==> config.mk <==
export PLATFORM = sky130hd
export DESIGN_NAME = core_sequencer
export DESIGN_NICKNAME = d
export VERILOG_FILES = /design/src/rtl/core_pkg.sv /design/src/rtl/lane_pc_select.sv /design/src/rtl/core_sequencer.sv
export SDC_FILE = /design/constraint.sdc
export NUM_CORES = 1
export LEC_CHECK = 0
export ABC_AREA = 1
export CORE_MARGIN = 10
export CORE_UTILIZATION = 34
export DETAILED_ROUTE_END_ITERATION = 10
export GPL_TIMING_DRIVEN = 1
export PLACE_DENSITY = 0.74
export SLEW_MARGIN = 20
export SYNTH_ARGS = -nofsm -noshare
export SYNTH_HDL_FRONTEND = slang
export SYNTH_SLANG_ARGS = --single-unit
==> constraint.sdc <==
create_clock -name clk -period 1.4 [get_ports clk]
set_input_delay 0.14 -clock clk [delete_from_list [all_inputs] [get_ports clk]]
set_output_delay 0.14 -clock clk [all_outputs]
set_load 0.1 [all_outputs]
==> src/rtl/core_pkg.sv <==
// Shared encodings for the core sequencer, decoder, fetcher and LSUs.
package core_pkg;

  typedef enum logic [2:0] {
    ST_IDLE    = 3'b000,
    ST_FETCH   = 3'b001,
    ST_DECODE  = 3'b010,
    ST_REQUEST = 3'b011,
    ST_WAIT    = 3'b100,
    ST_EXECUTE = 3'b101,
    ST_UPDATE  = 3'b110,
    ST_DONE    = 3'b111
  } core_state_e;

  localparam logic [1:0] LSU_IDLE       = 2'b00;
  localparam logic [1:0] LSU_REQUESTING = 2'b01;
  localparam logic [1:0] LSU_WAITING    = 2'b10;
  localparam logic [1:0] LSU_DONE       = 2'b11;

  localparam logic [2:0] FETCHER_FETCHED = 3'b010;

  // An LSU still owns the memory transaction while requesting or waiting.
  function automatic logic lsu_busy(input logic [1:0] s);
    return (s == LSU_REQUESTING) || (s == LSU_WAITING);
  endfunction

endpackage

==> src/rtl/lane_pc_select.sv <==
// Priority encoder: next PC of the lowest-indexed enabled lane.
module lane_pc_select #(
  parameter int THREADS_PER_BLOCK = 4,
  parameter int PC_BITS           = 8
) (
  input  logic [THREADS_PER_BLOCK-1:0]         thread_enable,
  input  logic [PC_BITS*THREADS_PER_BLOCK-1:0] next_pc,
  output logic [PC_BITS-1:0]                   lane_pc,
  output logic                                 any_enabled
);

  // Scanning from the top lane down lets the lowest enabled lane win last.
  always_comb begin
    lane_pc     = '0;
    any_enabled = |thread_enable;
    for (int i = THREADS_PER_BLOCK - 1; i >= 0; i--) begin
      if (thread_enable[i]) begin
        lane_pc = next_pc[i*PC_BITS +: PC_BITS];
      end
    end
  end

endmodule

==> src/rtl/core_sequencer.sv <==
// Per-core instruction sequencer driving core_state for fetcher, decoder, LSUs, ALUs, PC units.
// Optional WAIT watchdog compiled in with CORE_SEQ_WATCHDOG_EN.
//
// state   | meaning
// IDLE    | waiting for start
// FETCH   | waiting for fetcher to report FETCHED
// DECODE  | decoder latches control fields
// REQUEST | LSUs issue loads/stores
// WAIT    | waiting for enabled LSUs to finish
// EXECUTE | ALUs compute
// UPDATE  | retire: next PC or finish on RET
// DONE    | terminal until reset
module core_sequencer
  import core_pkg::*;
#(
  parameter int THREADS_PER_BLOCK = 4,
  parameter int PC_BITS           = 8,
  parameter int WAIT_TIMEOUT      = 255
) (
  input  logic                                 clk,
  input  logic                                 reset,
  input  logic                                 start,
  input  logic [THREADS_PER_BLOCK-1:0]         thread_enable,
  input  logic [2:0]                           fetcher_state,
  input  logic [2*THREADS_PER_BLOCK-1:0]       lsu_state,
  input  logic [PC_BITS*THREADS_PER_BLOCK-1:0] next_pc,
  input  logic                                 decoded_ret,
  output logic [2:0]                           core_state,
  output logic [PC_BITS-1:0]                   current_pc,
  output logic                                 done,
  output logic                                 error
);

  if (WAIT_TIMEOUT < 1) begin : g_bad_timeout
    $error("core_sequencer: WAIT_TIMEOUT must be at least 1");
  end

  core_state_e        state_q, state_d;
  logic [PC_BITS-1:0] pc_q, pc_d, lane_pc;
  logic               done_q, done_d, error_q, error_d;
  logic               any_enabled, lanes_busy, wd_expire;

  lane_pc_select #(
    .THREADS_PER_BLOCK(THREADS_PER_BLOCK),
    .PC_BITS          (PC_BITS)
  ) u_lane_pc_select (
    .thread_enable(thread_enable),
    .next_pc      (next_pc),
    .lane_pc      (lane_pc),
    .any_enabled  (any_enabled)
  );

  // Disabled lanes never hold the core in WAIT, whatever their LSU reports.
  always_comb begin
    lanes_busy = 1'b0;
    for (int i = 0; i < THREADS_PER_BLOCK; i++) begin
      if (thread_enable[i] && lsu_busy(lsu_state[2*i +: 2])) begin
        lanes_busy = 1'b1;
      end
    end
  end

`ifdef CORE_SEQ_WATCHDOG_EN
  localparam int CNT_W = $clog2(WAIT_TIMEOUT + 1);

  logic [CNT_W-1:0] wd_cnt;

  always_ff @(posedge clk) begin
    if (!reset) begin
      wd_cnt <= '0;
    end else if (state_q != ST_WAIT) begin
      wd_cnt <= '0;
    end else begin
      wd_cnt <= wd_cnt + CNT_W'(1);
    end
  end

  // The cycle that would take the count to WAIT_TIMEOUT aborts instead.
  assign wd_expire = (state_q == ST_WAIT) && lanes_busy &&
                     (wd_cnt == CNT_W'(WAIT_TIMEOUT - 1));
`else
  assign wd_expire = 1'b0;
`endif

  always_ff @(posedge clk) begin
    if (!reset) begin
      state_q <= ST_IDLE;
      pc_q    <= '0;
      done_q  <= 1'b0;
      error_q <= 1'b0;
    end else begin
      state_q <= state_d;
      pc_q    <= pc_d;
      done_q  <= done_d;
      error_q <= error_d;
    end
  end

  always_comb begin
    state_d = state_q;
    case (state_q)
      ST_IDLE:    if (start) state_d = any_enabled ? ST_FETCH : ST_DONE;
      ST_FETCH:   if (fetcher_state == FETCHER_FETCHED) state_d = ST_DECODE;
      ST_DECODE:  state_d = ST_REQUEST;
      ST_REQUEST: state_d = ST_WAIT;
      ST_WAIT: begin
        if (wd_expire)        state_d = ST_DONE;
        else if (!lanes_busy) state_d = ST_EXECUTE;
      end
      ST_EXECUTE: state_d = ST_UPDATE;
      ST_UPDATE:  state_d = decoded_ret ? ST_DONE : ST_FETCH;
      ST_DONE:    state_d = ST_DONE;
      default:    state_d = ST_IDLE;
    endcase
  end

  always_comb begin
    pc_d    = pc_q;
    done_d  = done_q | (state_d == ST_DONE);
    error_d = error_q | wd_expire;
    if (state_q == ST_IDLE && state_d == ST_FETCH) begin
      pc_d = '0;
    end else if (state_q == ST_UPDATE && state_d == ST_FETCH) begin
      pc_d = lane_pc;
    end
  end

  assign core_state = state_q;
  assign current_pc = pc_q;
  assign done       = done_q;
  assign error      = error_q;

endmodule

==> results.ini, run 1 <==
[routing]
vias = 1364
drtIter0Drc = 31
drt_wl_total_mm = 3.83
antenna_left = 0
drc = 0
wl_per_cell_um = 13.0
vias_per_cell = 4.62
first_pass_iters = 4

[synthesis]
netlist_area_um2 = 1070
synth_fp_nets = 219
synth_area_leaders = dfxtp_1 (22%), nand2_1 (18%), a21oi_1 (8.4%)
ys_types = 28
synth_top_area_cell = dfxtp_1
syn-instance-count = 168
ys_warn_count = 0
postSynthAreaPerCell_um2 = 6.36
ys_ff_latch = 12
seq_area_frac_synth_pct = 22.5
yosys.area.top_type_share_pct = 22.5

[die]
die_h_um = 76.1
dieArea_um2 = 5790
core-area_um2 = 3030
pin_count = 64
die_x_um = 76.1
start_util_pct = 35.3
fp-row-count = 20

[critical_path]
path_buf_inv = 3
critPathMaxStageDelay_ps = 380
crit_top_cell = inv_4
reg2reg_from = core_state[1]
worstPathRequired_ps = 1610
worst_r2r_path_depth = 9
crit_slowest_cell = dfxtp_4
critPathArrivalTime_ps = 1620
cp-startpoint = core_state[1]
startpoint_type = flop
critPathMaxFanout = 8
critPathCapture = current_pc[6]
crit_path_cell_trace = inv_4 -> nand2_4 -> nor2_4 -> inv_2 -> nor2_8 -> inv_4 -> nand4_4 -> nand2_1 -> a21oi_1
cp.depth = 9
crit_family = simple AND/OR/NAND/NOR gates
setup.worst_path.class = reg2reg
end_kind = flop
r2r_slack_ps = -20
rr_endpoint = current_pc[6]

[timing]
min_period_ps = 1420
fin_crit_sh_pct = 101
setup_viol = 3
fin_skew_ps = 2.10
timing.final.ws_setup_ps = -15.6
fmax_ghz = 0.706
finalHoldViolCount = 0
rsz0062_at_grt = yes
drv_slew = 0

[cts]
cts.htree.levels = 1
cts_buffer_depth = 2
cts.clk_slew.worst_paths_ps = 80
insertion_delay_ps = 270
cts_inserted_buffers = 3
cts.sink_count = 12
cts_hold_buffers = 0
cts_root_buffer = clkbuf_4
cts_tree = yes

[pwr]
cellLeakagePower_nw = 0.893
ir_worst_vdd_uv = 407
powerDensity_nw_per_um2 = 655

[job]
cap_violations = 0

[worst_hold_path]
min_path_type = reg2reg

[placement]
place.gp.congestion = 0.839
numPortBuffers = 62
place_area_um2 = 1950
place_hpwl_mm = 3.05
dp_worst_setup_slack_ps = -296

[final_layout]
regArea_um2 = 251
final_cell_mix = nand2_1 (48), clkdlybuf4s50_1 (48), a21oi_1 (17)
multi_input_area_um2 = 800
antennaDiodeCount = 0
num-fill-cells = 247
layout-drive-gt1-share_pct = 29.1
area_growth_pct = 100
design_area_um2 = 2140
final_net_count = 303

[global_routing]
gr-usage-all-layers_pct = 12.2
grt_pass1_vias = 1310
antenna_found_initial = 0
grt_overflow = 0
grt_first_pass_wirelength_mm = 6.02
grt_start_max_net_pins = 17

[run_status]
run_status = finished with violations
failed_checks = negative setup slack

[power breakdown]
| part | switching, mW | internal [mW] | leakage, nW |
|---|---|---|---|
| clock network | 0.116 | 0.103 | 0.0154 |
| registers | 0.0186 | 0.353 | 0.0991 |
| logic | 0.425 | 0.385 | 0.778 |
[worst min path at each step]
stage | startpoint | to | cells past startpoint
after global placement | done | done | 2
after CTS | done | done | 2
after floorplan | reset | done | 2
final | done | done | 2
after detailed placement | done | done | 2
after global routing | current_pc[4] | current_pc[4] | 2
[cells in the mapped netlist]
cell	n
nand2_1	51
nand3b_1	1
buf_2	1
o21ai_1	5
nor2_1	9
nand2_4	1
dfxtp_1	12
nor2_4	2
a21oi_1	18
nand4_1	8
nor2_2	3
nand3_4	1
nor2_8	3
inv_1	13
nor3_4	1
buf_4	3
nor3_2	1
inv_4	2
o21ai_2	1
nor3_1	1
nand2_2	2
o21ai_0	15
nand3_2	1
nand3_1	6
clkbuf_1	1
conb_1	1
nand4_4	1
inv_2	4
[final cells by class]
| cell class | count | area share, % |
|---|---|---|
| repair buffers | 83 | 42.9 |
| multi-input cells | 133 | 37.4 |
| flip-flops and latches | 12 | 11.8 |
| inverters | 19 | 4.15 |
| well taps | 44 | 2.57 |
| clock buffers | 3 | 1.05 |
| clock inverters | 1 | 0.175 |
[worst reg2reg max path, cell delays in order, from the launching register on]
cell and delay, ps:
dfxtp_4 380, inv_4 70, nand2_4 70, nor2_4 180
inv_2 90, nor2_8 160, inv_4 50, nand4_4 130
nand2_1 70, a21oi_1 140
[kinds of logic after synthesis]
| family | after synthesis | synth area share, % |
|---|---|---|
| AOI/OAI and AO/OA | 39 | 18.6 |
| buffers and inverters | 24 | 10.1 |
| DFF | 12 | 22.5 |
| other | 1 | 0.351 |
| and+or+nand+nor | 92 | 48.5 |
[sequential cells by signal (all words and copies together) (netlist names)]
signal      count
current_pc      8
done            1
core_state      3
[per-layer routing]
layer | vias to the layer above | track usage [%] | part of all wire, %
li1 | 723 | - | -
met1 | 598 | 12.4 | 38
met2 | 39 | 22.6 | 53
met3 | 4 | 5.42 | 7.3
met4 | 0 | 1.67 | 0.81
met5 | - | 0 | 0
[metrics by stage]
step	hold slack (ps)	instances	setup TNS (ps)	power (mW)	util, %
6_report	483	295	-25.6	1.40	70.7
2_1_floorplan	250	168	-899	0.771	-
3_3_place_gp	475	281	-2110	1.03	64.5
4_1_cts	487	292	-3.27	1.33	67.4
3_5_place_dp	476	281	-2680	1.04	64.5
5_1_grt	517	295	-936	1.49	70.7
[timing repair]
action / 4_1_cts / 5_1_grt
hold endpoints to repair: 0 / 0
pin swaps: 5 / 9
gates cloned: 0 / 1
buffers inserted: 7 / 2
gates resized for setup: 5 / 21
setup endpoints to repair: 8 / 9
Note: power is estimated with default switching activity, not from simulation.
==> run 2, diff against run 1 <==
- CTS_CLUSTER_DIAMETER: not set -> 30
- GPL_TIMING_DRIVEN: 1 -> 0
==> results.ini, run 2 (synthesized netlist as in run 1, its figures left out) <==
[placement]
place.gp.congestion = 0.797  ; -5.1%
place_hpwl_mm = 2.88  ; -5.6%
placedCellCount = 272  ; -3.2%
numPortBuffers = 60  ; -3.2%

[routing]
vias_per_cell = 4.61  ; -0.36%
antenna_left = 0  ; unchanged
drt_wl_total_mm = 3.67  ; -4.0%
wl_per_cell_um = 12.9  ; -0.66%
drtIter0Drc = 19  ; -39%
vias = 1313  ; -3.7%
drc = 0  ; unchanged
first_pass_iters = 4  ; unchanged

[critical_path]
critPathMaxFanout = 8  ; unchanged
end_kind = flop
worst_r2r_path_depth = 10  ; +1
r2r_slack_ps = -100  ; -80 ps
setup.worst_path.class = in2reg
worstPathRequired_ps = 1610  ; about the same
critPathArrivalTime_ps = 1750  ; +130 ps
startpoint_type = input pin

[die]
fp-row-count = 20  ; unchanged
dieArea_um2 = 5790  ; unchanged
die_h_um = 76.1  ; unchanged
die_x_um = 76.1  ; unchanged
core-area_um2 = 3030  ; unchanged
pin_count = 64  ; unchanged
start_util_pct = 35.3  ; unchanged

[global_routing]
gr-usage-all-layers_pct = 12.0  ; -0.11 points
grt_first_pass_wirelength_mm = 6.03  ; +0.12%
grt_start_max_net_pins = 11  ; -6
antenna_found_initial = 0  ; unchanged
grt_overflow = 0  ; unchanged
grt_pass1_vias = 1335  ; +1.9%

[run_status]
failed_checks = negative setup slack
run_status = finished with violations

[final_layout]
final_net_count = 293  ; -3.3%
area_growth_pct = 82.3
largest_register_ffs = 8  ; unchanged
fin_cells = 285  ; -3.4%
antennaDiodeCount = 0  ; unchanged
utilization_pct = 64.3  ; -6.3 points
final_cell_mix = clkdlybuf4s50_1 (48), nand2_1 (46), o21ai_0 (15)
layout-drive-gt1-share_pct = 29.0  ; -0.038 points
final_common_cell = clkdlybuf4s50_1

[cts]
cts.htree.levels = 1  ; unchanged
cts.clk_slew.worst_paths_ps = 80  ; about the same
cts_root_buffer = clkbuf_4
cts_inserted_buffers = 3  ; unchanged
cts.sink_count = 12  ; unchanged
cts_buffer_depth = 2  ; unchanged
cts_tree = yes
cts_hold_buffers = 0  ; unchanged
insertion_delay_ps = 280  ; about the same

[timing]
setup_viol = 9  ; +6
finalHoldViolCount = 0  ; unchanged
slew_headroom_pct = 63.1
tns_ps = -1020  ; -991 ps
rsz0062_at_grt = yes
tightestPinTransition_ps = 557
fin_crit_sh_pct = 109  ; +8.3 points
fmax_ghz = 0.653  ; -7.6%
drv_slew = 0  ; unchanged
fin_skew_ps = 3.18  ; +1.07 ps
timing.final.ws_setup_ps = -132  ; -117 ps
min_period_ps = 1530  ; +117 ps
holdWs_ps = 326  ; -157 ps

[pwr]
power_mw = 1.40  ; -0.34%
ir_worst_vdd_uv = 461  ; +13%
cellLeakagePower_nw = 0.782  ; -12%
swShare_pct = 40.3  ; +0.29 points
p_clk_share_pct = 20.3  ; +4.6 points
powerDensity_nw_per_um2 = 717  ; +9.5%
switchingPower_mw = 0.562  ; +0.40%
p_comb_share_pct = 52.8  ; -5.0 points
seqPwrFrac_pct = 26.9  ; +0.4 points
internal-power_mw = 0.834  ; -0.83%

[worst_hold_path]
min_path_cells = 5  ; +3
min_path_type = in2reg

[job]
cap_violations = 0  ; unchanged

[run 2: cell count changes in the layout (fill, tap and decap cells not counted), sizes merged]
cell / delta
clkinv: -1
buf: -20
dlymetal6s2s: -1
clkbuf: +2
nor2: +1
clkdlybuf4s18: +1
clkdlybuf4s15: +9
dlygate4sd2: -1
[run 2: per-stage QoR]
step / area (µm²) / setup slack, ps
3_5_place_dp: 1750 / -291
2_1_floorplan: 1100 / -112
6_report: 1950 / -132
5_1_grt: 1950 / -151
4_1_cts: 1860 / -7.58
3_3_place_gp: 1750 / -274
[run 2: critical path, cell delays in order]
cell and delay, ps:
clkdlybuf4s50_1 600, nand2_1 80, nor2_1 170, nand2_1 110
nand2_2 160, nor2_8 70, buf_4 140, nand3_4 90
nand2_8 80, a21oi_1 110
[run 2: what timing repair did]
item	CTS	global route
pin swaps	2	10
setup buffers	4	3
resized for setup	37	25
gates cloned	2	0
endpoints found under the setup margin	20	12
[run 2: power by group through the flow]
stage	sequential, mW	combinational [mW]	clock, mW
2_1_floorplan	0.453	0.318	0
3_3_place_gp	0.382	0.592	0
3_5_place_dp	0.382	0.601	0
4_1_cts	0.374	0.659	0.285
5_1_grt	0.377	0.792	0.302
6_report	0.376	0.737	0.283
[run 2: final cells by class]
| cell class | instances | area [µm²] |
|---|---|---|
| plain buffers | 5 | 35.0 |
| clock buffers | 4 | 36.3 |
| fillers | 278 | 1080 |
| inverters | 19 | 88.8 |
| multi-input cells | 134 | 827 |
| flip-flops and latches | 12 | 251 |
| well taps | 44 | 55.1 |
| repair buffers | 67 | 654 |
[run 2: metal layers]
layer | vias up | routed length, µm | GRT usage, %
met5 | - | 0 | 0
met4 | 0 | 8 | 1.12
met3 | 2 | 271 | 5.31
met2 | 39 | 1910 | 21.3
met1 | 566 | 1480 | 13.4
li1 | 706 | - | -
[run 2: final timing paths]
| kind | startpoint | to |
|---|---|---|
| worst min-delay path | thread_enable[0] | current_pc[7] |
| worst max-delay path | start | current_pc[4] |
| worst min register to register | done | done |
| worst max register to register | core_state[0] | current_pc[4] |
